File: src/rtl/rect_pkg.sv
// Shared definitions for the rectangle position controller and the drawing
// stage that consumes its xpos/ypos.
//   - state_t     : controller FSM states
//   - SCREEN_W/H  : visible area in pixels
//   - RECT_WIDTH/HEIGHT : rectangle size, must match the drawing stage
//   - XMAX/FLOOR  : largest legal left edge / top edge of the rectangle
package rect_pkg;

    typedef enum logic [1:0] {
        IDLE   = 2'd0,
        FALL   = 2'd1,
        BOUNCE = 2'd2,
        LANDED = 2'd3
    } state_t;

    localparam int SCREEN_W    = 800;
    localparam int SCREEN_H    = 600;
    localparam int RECT_WIDTH  = 48;
    localparam int RECT_HEIGHT = 64;

    localparam int XMAX  = SCREEN_W - RECT_WIDTH;   // 752
    localparam int FLOOR = SCREEN_H - RECT_HEIGHT;  // 536

endpackage

File: src/rtl/rect_pos_ctl_edge_rise.sv
// 1-bit rising-edge detector.
//   pclk : clock
//   rst  : synchronous active-high reset; history reg loads RST_VAL
//   din  : level input, already synchronous to pclk
//   rise : high for one cycle when din goes 0 -> 1
// Resetting the history to 1 means a level that is already high at reset
// release does not count as an edge.
module edge_rise #(
    parameter logic RST_VAL = 1'b1
) (
    input  logic pclk,
    input  logic rst,
    input  logic din,
    output logic rise
);

    logic din_d_q;
    logic din_d_d;

    always_comb begin
        din_d_d = din;
    end

    always_ff @(posedge pclk) begin
        if (rst) begin
            din_d_q <= RST_VAL;
        end else begin
            din_d_q <= din_d_d;
        end
    end

    assign rise = din & ~din_d_q;

endmodule

File: src/rtl/rect_pos_ctl.sv
// Rectangle position controller.
// Follows the mouse (clamped to the screen) until a left click, then drops the
// rectangle under per-frame gravity with damped bounces on the screen floor.
// Motion advances once per frame on the rising edge of vblnk_in.
// Ports:
//   pclk       : pixel clock
//   rst        : synchronous active-high reset
//   vblnk_in   : vertical blank, rising edge = frame tick
//   mouse_left : left button level (synchronous to pclk)
//   mouse_xpos : mouse x, px (12 bits)
//   mouse_ypos : mouse y, px (12 bits)
//   xpos       : rectangle left edge, px, registered
//   ypos       : rectangle top edge, px, registered
//   moving     : high while falling or bouncing, registered
// Velocity and vertical position are kept with FRAC fractional bits; ypos is
// the integer part of the position accumulator.
module rect_pos_ctl
    import rect_pkg::*;
#(
    parameter int FRAC    = 4,
    parameter int GRAVITY = 4,
    parameter int VMAX    = 256,
    parameter int VMIN    = 16
) (
    input  logic        pclk,
    input  logic        rst,
    input  logic        vblnk_in,
    input  logic        mouse_left,
    input  logic [11:0] mouse_xpos,
    input  logic [11:0] mouse_ypos,
    output logic [11:0] xpos,
    output logic [11:0] ypos,
    output logic        moving
);

    localparam int AW = 12 + FRAC;

    localparam logic [11:0] XMAX_C    = 12'(XMAX);
    localparam logic [11:0] FLOOR_C   = 12'(FLOOR);
    localparam logic [11:0] GRAV_C    = 12'(GRAVITY);
    localparam logic [11:0] VMAX_C    = 12'(VMAX);
    localparam logic [11:0] VMIN_C    = 12'(VMIN);
    localparam logic [AW:0] FLOOR_FIX = (AW + 1)'(FLOOR) << FRAC;

    // Frame tick and click events
    logic tick;
    logic click;

    edge_rise #(.RST_VAL(1'b1)) u_tick_edge (
        .pclk (pclk),
        .rst  (rst),
        .din  (vblnk_in),
        .rise (tick)
    );

    edge_rise #(.RST_VAL(1'b1)) u_click_edge (
        .pclk (pclk),
        .rst  (rst),
        .din  (mouse_left),
        .rise (click)
    );

    state_t        state_q, state_d;
    logic [11:0]   vel_q, vel_d;
    logic [AW-1:0] acc_q, acc_d;
    logic [11:0]   xpos_q, xpos_d;
    logic [11:0]   ypos_q, ypos_d;
    logic          moving_q, moving_d;

    // Datapath intermediates
    logic [11:0]   x_clamp;
    logic [11:0]   y_clamp;
    logic [11:0]   vel_inc;
    logic [11:0]   vel_fall;
    logic [11:0]   vel_rebound;
    logic [AW:0]   acc_sum;   // one bit wider so the floor compare never wraps
    logic [AW-1:0] acc_up;

    always_comb begin
        x_clamp     = (mouse_xpos > XMAX_C)  ? XMAX_C  : mouse_xpos;
        y_clamp     = (mouse_ypos > FLOOR_C) ? FLOOR_C : mouse_ypos;
        vel_inc     = vel_q + GRAV_C;
        vel_fall    = (vel_inc > VMAX_C) ? VMAX_C : vel_inc;
        vel_rebound = vel_fall - (vel_fall >> 2);
        acc_sum     = (AW + 1)'(acc_q) + (AW + 1)'(vel_fall);
        acc_up      = (acc_q >= AW'(vel_q)) ? (acc_q - AW'(vel_q)) : '0;
    end

    always_comb begin
        state_d = state_q;
        vel_d   = vel_q;
        acc_d   = acc_q;
        xpos_d  = xpos_q;
        ypos_d  = ypos_q;

        unique case (state_q)
            IDLE: begin
                if (click) begin
                    // Freeze where the rectangle is now; a coincident tick
                    // produces no motion this frame.
                    state_d = FALL;
                    vel_d   = '0;
                end else begin
                    xpos_d = x_clamp;
                    ypos_d = y_clamp;
                    acc_d  = AW'(y_clamp) << FRAC;
                end
            end
            FALL: begin
                if (tick) begin
                    if (acc_sum >= FLOOR_FIX) begin
                        acc_d = FLOOR_FIX[AW-1:0];
                        if (vel_rebound < VMIN_C) begin
                            state_d = LANDED;
                            vel_d   = '0;
                        end else begin
                            state_d = BOUNCE;
                            vel_d   = vel_rebound;
                        end
                    end else begin
                        acc_d = acc_sum[AW-1:0];
                        vel_d = vel_fall;
                    end
                end
            end
            BOUNCE: begin
                if (tick) begin
                    acc_d = acc_up;
                    if (vel_q <= GRAV_C) begin
                        // Apex reached: start falling again from rest
                        state_d = FALL;
                        vel_d   = '0;
                    end else begin
                        vel_d = vel_q - GRAV_C;
                    end
                end
            end
            LANDED: begin
                if (click) begin
                    state_d = IDLE;
                end
            end
            default: begin
                state_d = IDLE;
            end
        endcase

        if (state_q == FALL || state_q == BOUNCE) begin
            ypos_d = acc_d[AW-1:FRAC];
        end

        moving_d = (state_d == FALL) || (state_d == BOUNCE);
    end

    always_ff @(posedge pclk) begin
        if (rst) begin
            state_q  <= IDLE;
            vel_q    <= '0;
            acc_q    <= '0;
            xpos_q   <= '0;
            ypos_q   <= '0;
            moving_q <= 1'b0;
        end else begin
            state_q  <= state_d;
            vel_q    <= vel_d;
            acc_q    <= acc_d;
            xpos_q   <= xpos_d;
            ypos_q   <= ypos_d;
            moving_q <= moving_d;
        end
    end

    assign xpos   = xpos_q;
    assign ypos   = ypos_q;
    assign moving = moving_q;

endmodule
File: config.mk
export PLATFORM = sky130hd
export DESIGN_NAME = rect_pos_ctl
export DESIGN_NICKNAME = d
export VERILOG_FILES = /design/src/rtl/rect_pkg.sv /design/src/rtl/rect_pos_ctl_edge_rise.sv /design/src/rtl/rect_pos_ctl.sv
export SDC_FILE = /design/constraint.sdc
export NUM_CORES = 1
export LEC_CHECK = 0
export BUFFER_PORTS_ARGS = -buffer_cell sky130_fd_sc_hd__buf_4
export CELL_PAD_IN_SITES_DETAIL_PLACEMENT = 1
export CELL_PAD_IN_SITES_GLOBAL_PLACEMENT = 1
export CORE_UTILIZATION = 49
export CTS_CLUSTER_SIZE = 14
export DETAILED_ROUTE_END_ITERATION = 16
export GPL_TIMING_DRIVEN = 0
export PLACE_DENSITY = 0.91
export RECOVER_POWER = 100
export SLEW_MARGIN = 15
export SYNTH_ARGS = -nofsm -noshare
export SYNTH_HDL_FRONTEND = slang
export SYNTH_SLANG_ARGS = --single-unit
File: constraint.sdc
create_clock -name pclk -period 12.87 [get_ports pclk]
set_input_delay 0.6435 -clock pclk [delete_from_list [all_inputs] [get_ports pclk]]
set_output_delay 0.6435 -clock pclk [all_outputs]
set_load 0.005 [all_outputs]
==> Word-level counts from Yosys, hierarchy flattened <==
Cells that the tools add are included.
{ "word_totals": {"romBits": 0, "elab_cells": 72, "regBits": 57, "ram_bits": 0, "input_bits": 28, "latchBits": 0, "memories": 0, "output_inout_bits": 25} }
{ "classes": {"bitwise_logic": 5, "shifts": 0, "add_sub_neg": 5, "mux": 27, "n_reduce_logical": 9, "n_mul": 0, "eq_ne": 10, "div_mod_pow": 0, "order_cmp": 7} }
{ "op_table": {"columns": ["operator", "n"], "rows": [
  ["$mux W12", 12],
  ["$mux W16", 5],
  ["$pmux W16 S3", 1],
  ["$pmux W12 S3", 1],
  ["$gt A12 B10 Y1 const B", 2],
  ["$add A16 B12 Y17", 1],
  ["$ge A17 B14 Y1 const B", 1],
  ["$ge A16 B12 Y1", 1],
  ["$sub A16 B12 Y16", 1],
  ["$add A12 B3 Y12 const B", 1],
  ["$gt A12 B9 Y1 const B", 1],
  ["$le A12 B3 Y1 const B", 1],
  ["$lt A12 B5 Y1 const B", 1],
  ["$mux W2", 6],
  ["$sub A12 B10 Y12", 1],
  ["$sub A12 B3 Y12 const B", 1],
  ["$ne A2 B2 Y1 const B", 4],
  ["$pmux W2 S4", 1],
  ["$reduce_and A4 Y1", 2],
  ["$eq A2 B2 Y1 const B", 3],
  ["$eq A2 B1 Y1 const B", 2],
  ["$reduce_and A2 Y1", 2],
  ["$not A1 Y1", 3],
  ["$reduce_bool A3 Y1", 1],
  ["6 further kinds", 8]
]} }

==> Depth between registers and ports, before layout <==
Gate-level depths: netlist (run 1).
{ "depth": {"depth_word": 11, "ltp_mapped": 24} }

==> Cells and area by module <==
From an unflattened synthesis (run 1), not the netlist that was laid out.
{ "hier_totals": {"cells_unflattened": 892, "area_unflattened_um2": 6372.4} }
{ "by_module_without_submodules": {"columns": ["module", "n_inst", "seq_area_each_um2", "cells_per_inst", "area_per_inst_um2"], "rows": [
  ["rect_pos_ctl", 1, 1101.1, 886, 6307.3],
  ["edge_rise", 2, 20.0, 3, 32.5]
]} }

==> Worst setup path before layout (run 1) <==
OpenSTA, ideal clock, no wires.
{ "synth_timing": {"path_type": "reg-to-reg", "from": "register vel_q[3]", "to": "register ypos_q[2], in the netlist ypos[2]", "synth_period_minus_slack_ps": 4920, "t_required_ps": 12784, "setup_time_ps": 86, "setup_slack_ps": 7950, "path_buffers": 3, "stages_incl_launch_ff": 23, "arrival_ps": 4834, "path_cell_list": "dfxtp_1 -> ha_1 -> buf_2 -> xnor2_1 -> nor4_1 -> o2111a_2 -> o21ai_4 -> buf_2 -> nor2_1 -> ha_1 -> a31o_2 -> o21ai_0 -> o2bb2ai_1 -> o21ai_0 -> a2bb2oi_1 -> a21oi_2 -> o211ai_1 -> mux2_2 -> a311oi_4 -> buf_6 -> o2111a_1 -> o21ai_1 -> a221oi_2"} }
{ "synth_via": {"elab_chain_len": 9} }
{ "synth_lines": {"columns": ["item", "line", "rtl"], "rows": [
  ["from (decl)", "rect_pos_ctl.sv:64", "logic [11:0] vel_q, vel_d;"],
  ["from (signal assigned)", "rect_pos_ctl.sv:165", "vel_q <= vel_d;"],
  ["$add A12 B3 Y12", "rect_pos_ctl.sv:82", "vel_inc = vel_q + GRAV_C;"],
  ["$gt A12 B9 Y1", "rect_pos_ctl.sv:83", "vel_fall = (vel_inc > VMAX_C) ? VMAX_C : vel_inc;"],
  ["$mux W12", "rect_pos_ctl.sv:83", null],
  ["$add A16 B12 Y17", "rect_pos_ctl.sv:85", "acc_sum = (AW + 1)'(acc_q) + (AW + 1)'(vel_fall);"],
  ["$ge A17 B14 Y1", "rect_pos_ctl.sv:111", "if (acc_sum >= FLOOR_FIX) begin"],
  ["$mux W16", "rect_pos_ctl.sv:111", null],
  ["$mux W16", "rect_pos_ctl.sv:110", "if (tick) begin"],
  ["$pmux W16 S3 (*)", "rect_pos_ctl.sv:96", "unique case (state_q)"],
  ["$mux W12 (*)", "rect_pos_ctl.sv:148", "if (state_q == FALL || state_q == BOUNCE) begin"],
  ["to (signal assigned)", "rect_pos_ctl.sv:168", "ypos_q <= ypos_d;"],
  ["to (decl)", "rect_pos_ctl.sv:67", "logic [11:0] ypos_q, ypos_d;"]
]} }
Every way passes the cells marked *; elsewhere a longest branch is shown, timed or not. The select of a mux whose other input is x is not followed.
A chain may end at the register's enable or synchronous reset.

==> Worst setup path in the final report (run 1) <==
Same ends and word-level chain as after synthesis.

==> results.toml, run 1 <==
[clock_tree]
numCtsBuffers = 9
cts_resized = 0
cts.sinks = 57
cts_root_buffer = "clkbuf_16"
cts_max_level = 3
cts.clk_slew.worst_paths_ns = 0.06
clkLatencyLatePin_ns = 0.34
clk_path_buf_depth = 2
cts_setup_buffers = 0
tritoncts = "done"
postCtsHoldBufs = 0

[synth]
syn-cell-area_um2 = 5940
yosysTopAreaCellShare = 0.192
synthTopCellsByArea = "dfxtp_1 (19%), ha_1 (7.2%), a21oi_1 (5.6%)"
synth_edf_count = 0
synthArstFlopShare = 0
yosysMostFrequentCell = "nor2_1"
yosys_warnings = 0
synth_area_per_cell_um2 = 7.46
synth_top_area_cell = "dfxtp_1"
ys.flop_type = "dfxtp_1"
ys_ff_latch = 57
netlist_top_cells_count = "nor2_1 (67), a21oi_1 (66), dfxtp_1 (57)"
synth_cell_type_count = 94
yosysSeqAreaShare = 0.192
synthesis.instances = 796

[detailed_routing]
antenna_left = 0
dr.pass1.iters = 11
drtIter0Drc = 722
vias = 6929
routedWlPerCell_um = 24.9
wl_mm = 25.1
viasPerCell = 6.85
drc = 1

[cells_and_area]
finalInstanceArea_um2 = 6750
final_layout_size_suffix_gt1_frac = 0.121
diodes = 0
syn_to_final_growth_pct = 13.6
post-route-util = 0.581
final_nets = 926

[power_and_ir_drop]
power_switching_uw = 269
cellLeakagePower_nw = 2.64
irDropWorstVdd_mv = 0.0723
pwr-share-comb = 0.347
p_per_area_nw_per_um2 = 105
finalPower_uw = 708
p_seq_frac = 0.279
switching_share = 0.379
internal_power_uw = 439
clkPwrFrac = 0.373

[floorplan]
die_h_um = 112
die_area_um2 = 12600
io_pins = 53
start_util = 0.512
core-area_um2 = 11600
rows = 39
die_w_um = 112

[worst_setup_path]
reg2reg_depth = 22
worstPathArrival_ns = 9.75
worstPathRequired_ns = 13.12
slowest_delay_ns = 1.34
crit_type = "reg2reg"
r2r-start = "vel_q[3]"
cp-end-kind = "register"
timing.rr.end = "ypos[2]"
path_buf_inv = 3
crit_chain = "ha_1 -> clkbuf_1 -> xnor2_1 -> nor4_1 -> o2111a_1 -> o21ai_0 -> clkbuf_1 -> nor2_1 -> ha_1 -> a31o_1 -> o21ai_0 -> o2bb2ai_1 -> o21ai_0 -> a2bb2oi_1 -> a21oi_1 -> o211ai_1 -> mux2_1 -> a311oi_1 -> clkbuf_1 -> o2111a_1 -> o21ai_0 -> a221oi_2"
cpLargestDelayFamily = "compound AO/OA/AOI/OAI gates"
worst-path-max-fanout = 11
slowest_stage = "o21ai_0"
worst_path_most_repeated_cell = "o21ai_0"
r2r_slack_ns = 3.37
cp-start-kind = "register"

[run_status]
violations = "DRC, capacitance limit, slew limit"
run_status = "complete, but fails checks"

[global_routing]
overflow = 0
first_global_vias = 7153
grt_use_total = 0.399
grt_pass1_wl_mm = 38.9
grt_start_max_net_pins = 12
antenna_found_initial = 0

[timing]
relSlewSlack = -0.326
hold_viol = 0
setup_tns_ns = 0
maxSlewViolCount = 28
post-route-period-util = 0.738
finalClockSkew_ns = 0.0103
max_freq_mhz = 105
final.min_clock_period_ns = 9.50
rsz0062_at_grt = "false"
setup_violations = 0
worst_pin_slew_ns = 1.94

[placed_design]
dpl-instance-area_um2 = 6530
numPortBuffers = 52
dpl.hpwl_mm = 18.7
gp_congestion = 0.946

[run]
max_cap_violations = 3

[hold_path]
hold-path-endpoint = "xpos[11]"
hold_path.startpoint = "xpos[11]"
worstHoldPathType = "reg2reg"
hold_path_depth = 1
-- metal layers --
metal  GRT usage  routed length, µm
met1       0.502              10500
met2       0.667              11700
met3      0.0686               1980
met4       0.183                931
met5           0                  0
-- power groups by stage --
stage / registers, mW / logic [mW] / clock network (mW)
floorplan: 0.199 / 0.157 / 0
global placement: 0.200 / 0.227 / 0
detailed placement: 0.201 / 0.237 / 0
CTS: 0.197 / 0.243 / 0.263
global route: 0.198 / 0.261 / 0.270
finish: 0.198 / 0.246 / 0.264
-- area by class of cell --
class	instances	area, µm²
fillers	1518	4860
multi-input cells	645	4320
flip-flops and latches	57	1140
repair buffers	52	375
plain buffers	49	234
clock buffers	9	225
inverters	49	184
well taps	143	179
clock inverters	7	93.8
-- stage by stage --
stage / hold slack (ns) / worst slack (ns) / cells
CTS: 0.480 / 6.32 / 1011
floorplan: 0.453 / 7.95 / 800
global route: 0.482 / 3.01 / 1011
finish: 0.477 / 3.37 / 1011
global placement: 0.455 / 6.52 / 995
detailed placement: 0.470 / 6.35 / 995
-- worst reg2reg max path: cells and delay by family, from the launching register on --
| family | cells | cell delay, ns |
|---|---|---|
| fa+ha+maj | 2 | 0.67 |
| xor+xnor | 1 | 0.19 |
| mux | 1 | 0.38 |
| buf+inv | 3 | 1.65 |
| simple gates | 2 | 0.30 |
| compound gates | 13 | 5.60 |
| flops | 1 | 0.62 |
-- worst max path at each step --
stage,start,endpoint,slack [ns],cells past startpoint
floorplan,vel_q[3],ypos[2],7.95,22
finish,vel_q[3],ypos[2],3.37,22
detailed placement,vel_q[3],vel_q[3],6.35,23
global route,vel_q[3],ypos[2],3.01,22
global placement,vel_q[3],vel_q[3],6.52,23
CTS,vel_q[3],ypos[3],6.32,22
-- sequential cells by signal (all words and copies together) (netlist names) --
signal and count:
u_click_edge.din_d_q 1, vel_q 12, acc_q 16, state_q 2, moving 1, ypos 12, u_tick_edge.din_d_q 1, xpos 12
-- cell families after synthesis --
| logic type | share of synthesized area |
|---|---|
| AND/OR/NAND/NOR | 0.225 |
| multiplexers | 0.0162 |
| AO/OA/AOI/OAI | 0.352 |
| adder cells (fa/ha/maj) | 0.0802 |
| other | 0.00126 |
| XOR/XNOR | 0.0598 |
| flip-flops | 0.192 |
| buffers and inverters | 0.0735 |
-- cell usage in the layout (no fill, tap or decap), types with 11 or more instances in the layout --
cell type,Yosys,layout
xnor2_1,27,27
clkbuf_4,0,22
o21ai_0,52,55
a22oi_1,19,19
dfxtp_1,57,57
inv_1,49,49
buf_4,4,30
nor4_1,13,13
a31oi_1,16,16
nor2_1,67,68
a21o_1,13,13
and3_1,11,11
a211oi_1,12,13
nor3_1,30,30
nor2b_1,11,11
ha_1,34,34
nand3_1,24,24
a21oi_1,66,67
nand2_1,49,49
clkbuf_1,30,39
No activity file was read; power rests on OpenSTA's default activity.
==> run 2, diff against run 1 <==
- ABC_AREA: unset -> 1
- CORE_UTILIZATION: 49 -> 42
- PLACE_DENSITY: 0.91 -> 0.84
- clock period: 12.87 -> 9.6 ns (I/O delays scaled with it)
==> run 2 against run 1 <==
- first-iteration DRC count down 46%
- the run now ends clean
- maximum frequency is 67% higher
- clock skew barely moved
- clock-buffer cell count increased by 1
- core utilization is 8.8 points lower
- register-to-register slack improved by 0.53 ns
- largest power group unchanged
- largest cell class unchanged
- critical path type unchanged
==> results.toml, run 2 <==
[run_status]
run_status = "finished clean"

[synth]
synth_top_area_cell = "dfxtp_1"
syn-cell-area_um2 = 5650
synthTopCellsByArea = "dfxtp_1 (20%), nand2_1 (18%), inv_1 (8.8%)"
synthXorXnorAreaFrac = 0.0418
yosys_warnings = 0
synth_top_family_by_area = "simple AND/OR/NAND/NOR gates"
muxShareOfSynthArea = 0
synth_area_per_cell_um2 = 6.03
ys_ff_latch = 57
synthArstFlopShare = 0
yosysTopAreaCellShare = 0.202
yosysSeqAreaShare = 0.202
synth_edf_count = 0
yosys.area_share.adder = 0.0788
netlist_top_cells_count = "nand2_1 (267), inv_1 (133), nor2_1 (80)"
synthSimpleGateAreaFrac = 0.372
synth_cell_type_count = 53
ys.flop_type = "dfxtp_1"
synthesis.instances = 938
yosysMostFrequentCell = "nand2_1"
synth_compound_area_frac = 0.183

[global_routing]
overflow = 0
grt_start_max_net_pins = 11
grt_pass1_wl_mm = 32.9
grt_use_total = 0.299
first_global_vias = 6507
antenna_found_initial = 0

[worst_setup_path]
cp-end-kind = "register"
timing.rr.end = "vel_q[7]"
worstPathRequired_ns = 9.79
worstPathArrival_ns = 5.89
r2r_slack_ns = 3.90
r2r-start = "vel_q[2]"
worst_path_most_repeated_cell = "nand2_1"
slowest_stage = "dfxtp_1"
cp-startpoint = "vel_q[2]"
reg2reg_depth = 29
crit_type = "reg2reg"
slowest_delay_ns = 0.54
cp-start-kind = "register"
worst-path-max-fanout = 10

[cells_and_area]
finalInstanceArea_um2 = 6510
largest_register_ffs = 16
final_layout_size_suffix_gt1_frac = 0.113
diodes = 0
syn_to_final_growth_pct = 15.2
fillers = 1880
final_cell_mix = "nand2_1 (273), inv_1 (134), nor2_1 (80)"
multi_input_area_um2 = 3820
seqCellArea_um2 = 1140
layout_commonest_cell = "nand2_1"
final_nets = 1067
regMostFlops = "acc_q"

[detailed_routing]
drtIter0Drc = 391
vias = 6382
drc = 0
viasPerCell = 5.39
antenna_left = 0
dr.pass1.iters = 5
wl_mm = 20.1
routedWlPerCell_um = 16.9

[floorplan]
rows = 42
start_util = 0.429
io_pins = 53
die_w_um = 118
die_area_um2 = 13900
die_h_um = 118
core-area_um2 = 13200

[timing]
fin_hold_ws_ns = 0.325
final.min_clock_period_ns = 5.70
post-route-period-util = 0.594
hold_viol = 0
max_freq_mhz = 175
finalClockSkew_ns = 0.0106
setup_tns_ns = 0
maxSlewViolCount = 0
setup_violations = 0
worst_pin_slew_ns = 1.01
rsz0062_at_grt = "false"
relSlewSlack = 0.320

[hold_path]
hold-path-endpoint = "u_tick_edge.din_d_q"
worstHoldPathType = "in2reg"
hold_path.startpoint = "vblnk_in"
hold_path_depth = 3

[power_and_ir_drop]
p_per_area_nw_per_um2 = 120
cellLeakagePower_nw = 3.30
irDropWorstVdd_mv = 0.0958

[placed_design]
numPortBuffers = 51
dpl-instance-area_um2 = 6270
dpl.hpwl_mm = 16.0
gp_congestion = 0.879

[clock_tree]
cts_resized = 0
cts.sinks = 57
cts_root_buffer = "clkbuf_16"
tritoncts = "done"
cts_max_level = 3
clkLatencyLatePin_ns = 0.35
cts.clk_slew.worst_paths_ns = 0.06
numCtsBuffers = 9
cts_setup_buffers = 0
postCtsHoldBufs = 0
clk_path_buf_depth = 2

[run]
max_cap_violations = 0
run 2: changes by cell type after synthesis, moves of 12 or more:
cell / change
nand3_1: +19
a211oi_1: -12
nand2_2: +16
nor3_1: -13
xor2_1: +15
nand2_1: +218
a22oi_1: -13
clkbuf_1: -15
xnor2_1: -23
inv_1: +84
nor2_1: +13
run 2: kinds of logic (layout without fill, tap and decap cells):
| kind of cell | Yosys count | after routing |
|---|---|---|
| adder cells (fa/ha/maj) | 35 | 35 |
| buffers and inverters | 169 | 235 |
| XOR/XNOR | 27 | 27 |
| AND/OR/NAND/NOR | 471 | 471 |
| AO/OA/AOI/OAI | 177 | 177 |
| other | 2 | 6 |
| flip-flops | 57 | 57 |
run 2: area by class of cell:
type / count / area share
Timing Repair Buffer: 51 / 0.0571
Buffer: 24 / 0.0179
Clock inverter: 5 / 0.00865
Tap cell: 176 / 0.0338
Inverter: 145 / 0.0836
Clock buffer: 10 / 0.0367
Sequential cell: 57 / 0.175
Multi-Input combinational cell: 716 / 0.587
run 2: worst max-delay path: cells and delay by family, from the launching register on:
| kind | cells | cell delay (ns) |
|---|---|---|
| buffers and inverters | 5 | 1.59 |
| XOR/XNOR | 1 | 0.34 |
| AO/OA/AOI/OAI | 2 | 0.30 |
| AND/OR/NAND/NOR | 19 | 2.13 |
| flip-flops | 1 | 0.54 |
| adder cells (fa/ha/maj) | 2 | 0.61 |
run 2: worst max-delay path by stage:
| stage | endpoint | slack (ns) |
|---|---|---|
| floorplan | vel_q[6] | 6.10 |
| global placement | ypos[8] | 5.31 |
| detailed placement | moving | 5.22 |
| CTS | vel_q[7] | 5.10 |
| global route | vel_q[7] | 3.43 |
| finish | vel_q[7] | 3.90 |
run 2: where the power goes:
part | internal [mW] | total, mW | switching (mW)
combinational | 0.0669 | 0.197 | 0.130
clock | 0.206 | 0.327 | 0.121
sequential | 0.251 | 0.261 | 0.0101
total | 0.523 | 0.785 | 0.261
run 2: layer usage:
layer  routed length [µm]  part of all wire  vias up  track usage
met4                  509             0.025        0        0.126
met2                 9370              0.47      181        0.507
met1                 9240              0.46     2996        0.384
li1                     -                 -     3174            -
met5                    0                 0        -            0
met3                  928             0.046       31       0.0320
run 2: through the flow:
stage / power [mW] / setup slack [ns] / utilization / cells
2_1_floorplan: 0.391 / 6.10 / - / 942
3_3_place_gp: 0.457 / 5.31 / 0.475 / 1169
3_5_place_dp: 0.462 / 5.22 / 0.475 / 1169
4_1_cts: 0.789 / 5.10 / 0.498 / 1184
5_1_grt: 0.823 / 3.43 / 0.494 / 1184
6_report: 0.785 / 3.90 / 0.494 / 1184
==> run 3, diff against run 2 <==
- ABC_AREA: 1 -> 0
- CORE_UTILIZATION: 42 -> 41
- PLACE_DENSITY: 0.84 -> 0.81
- clock period: 9.6 -> 4.93 ns (I/O delays scaled with it)
==> run 3 against run 2 <==
- final cell count is 6.4% lower
- global-route usage is 3.9 points higher
- setup slack got worse by 4.0 ns
- combinational power rose to 3.8 times the previous value
- clock skew rose by 0.0018 ns
- sequential power increased by 97%
- the run now ends with capacitance limit, slew limit, setup timing left
- first-iteration DRC count increased by 76%
- highest routed layer unchanged
- non-clock buffer count up 86
- wire length is 34% higher
==> results.toml, run 3 (synthesized netlist as in run 1, its figures left out) <==
[worst_setup_path]
reg2reg_depth = 21
cp-start-kind = "register"
worstPathArrival_ns = 5.20
cp-end-kind = "register"
worst-path-max-fanout = 10
r2r-start = "vel_q[4]"
timing.rr.end = "ypos[9]"
worstPathRequired_ns = 5.12
crit_type = "reg2reg"
r2r_slack_ns = -0.08

[timing]
setup_slack_ns = -0.0793
hold_viol = 0
max_freq_mhz = 200
setup_tns_ns = -0.476
rsz0062_at_grt = "true"
post-route-period-util = 1.02
maxSlewViolCount = 9
setup_violations = 14
finalClockSkew_ns = 0.0124
worst_pin_slew_ns = 2.09
relSlewSlack = -0.433
final.min_clock_period_ns = 5.01

[floorplan]
io_pins = 53
die_h_um = 122
core-area_um2 = 14000
start_util = 0.425
die_w_um = 122
die_area_um2 = 15000
rows = 43

[run_status]
violations = "capacitance limit, slew limit, setup timing"
run_status = "complete, but fails checks"

[clock_tree]
cts_root_buffer = "clkbuf_16"
cts.clk_slew.worst_paths_ns = 0.06
clkLatencyLatePin_ns = 0.35
clk_path_buf_depth = 2
tritoncts = "done"
cts.sinks = 57
numCtsBuffers = 9
cts_max_level = 3

[hold_path]
worstHoldPathType = "in2reg"
hold_path_depth = 2
hold_path.startpoint = "mouse_left"
hold-path-endpoint = "u_click_edge.din_d_q"

[detailed_routing]
vias = 7329
antenna_left = 0
viasPerCell = 6.61
dr.pass1.iters = 8
drtIter0Drc = 688
routedWlPerCell_um = 24.3
drc = 0
wl_mm = 26.9

[cells_and_area]
final_nets = 986
final_layout_size_suffix_gt1_frac = 0.258
syn_to_final_growth_pct = 32.4
fillers = 1744
regMostFlops = "acc_q"
stdcell_count = 1108
layout_commonest_cell = "buf_4"
largest_register_ffs = 16
diodes = 0
final_cell_mix = "buf_4 (79), nor2_1 (64), a21oi_1 (62)"

[global_routing]
grt_use_total = 0.338
antenna_found_initial = 1
first_global_vias = 7031
grt_start_max_net_pins = 13
overflow = 0
grt_pass1_wl_mm = 38.4

[run]
max_cap_violations = 1

[placed_design]
dp_slack_ns = -1.53
dpl.hpwl_mm = 18.7
numPortBuffers = 52
gp_congestion = 0.951
dp.cells = 1032

[power_and_ir_drop]
p_per_area_nw_per_um2 = 238
cellLeakagePower_nw = 3.05
irDropWorstVdd_mv = 0.196
[run 3: cell types whose count changed in the layout (fill, tap and decap cells not counted), moves of 12 or more]
cell      before  now
inv_1        134   46
nor2_1        80   64
nand3_1       43   20
xor2_1        23    7
nand2_1      273   46
xnor2_1        4   24
buf_4         29   79
a22oi_1        6   19
clkbuf_1      21   33
[run 3: worst max path at each step]
| stage | start | endpoint | cells past startpoint |
|---|---|---|---|
| detailed placement | vel_q[3] | ypos[6] | 21 |
| CTS | vel_q[2] | ypos[1] | 23 |
| finish | vel_q[4] | ypos[9] | 21 |
| global route | vel_q[7] | acc_q[1] | 24 |
| global placement | vel_q[3] | ypos[3] | 22 |
| floorplan | vel_q[3] | ypos[2] | 22 |
[run 3: where the power goes]
part,total (mW),switching (mW),internal (mW)
Combinational,0.749,0.462,0.286
Clock,0.610,0.266,0.344
Sequential,0.514,0.0248,0.489
Total,1.87,0.753,1.12
[run 3: what timing repair did]
item	CTS	global route
gates resized for setup	60	55
setup buffers	27	34
pin swaps	22	35
endpoints found under the setup margin	39	37
gates cloned	0	1
hold buffers	0	0
[run 3: worst max-delay path, stage by stage, from the launching register on]
cell and delay (ns):
dfxtp_2 0.38, buf_4 0.19, nand3_2 0.14, nor4_4 0.33, o2111a_2 0.33, o21ai_4 0.10, buf_12 0.15, nor2_4 0.14
ha_4 0.24, a31o_4 0.28, nor3_4 0.15, o21a_1 0.19, o21ai_2 0.10, a2bb2oi_2 0.19, a21oi_4 0.22, o211ai_1 0.14
mux2_4 0.32, buf_4 0.15, nor3_2 0.23, a311oi_1 0.16, a211oi_1 0.55, o22ai_1 0.14
[run 3: cell type report]
cell class              count  area (µm²)  share of cell area
plain buffers              47         292              0.0371
clock buffers               9         225              0.0286
clock inverters             7        55.1             0.00700
inverters                  49         191              0.0243
multi-input cells         645        4790               0.609
flip-flops and latches     57        1150               0.147
well taps                 180         225              0.0286
repair buffers            114         931               0.118
[run 3: routing by layer]
layer  track usage  wire, µm  vias to the layer above
met5             0         0                        -
li1              -         -                     3238
met4         0.187      1180                        0
met3        0.0655      1950                      106
met2         0.549     12800                      347
met1         0.419     10900                     3638
[run 3: per-stage QoR]
step | power (mW) | util | hold WS (ns) | area, µm²
2_1_floorplan | 0.927 | - | 0.330 | 5960
3_3_place_gp | 1.12 | 0.470 | 0.455 | 6570
3_5_place_dp | 1.15 | 0.470 | 0.458 | 6580
4_1_cts | 1.80 | 0.527 | 0.108 | 7370
5_1_grt | 1.94 | 0.562 | 0.117 | 7860
6_report | 1.87 | 0.562 | 0.111 | 7860
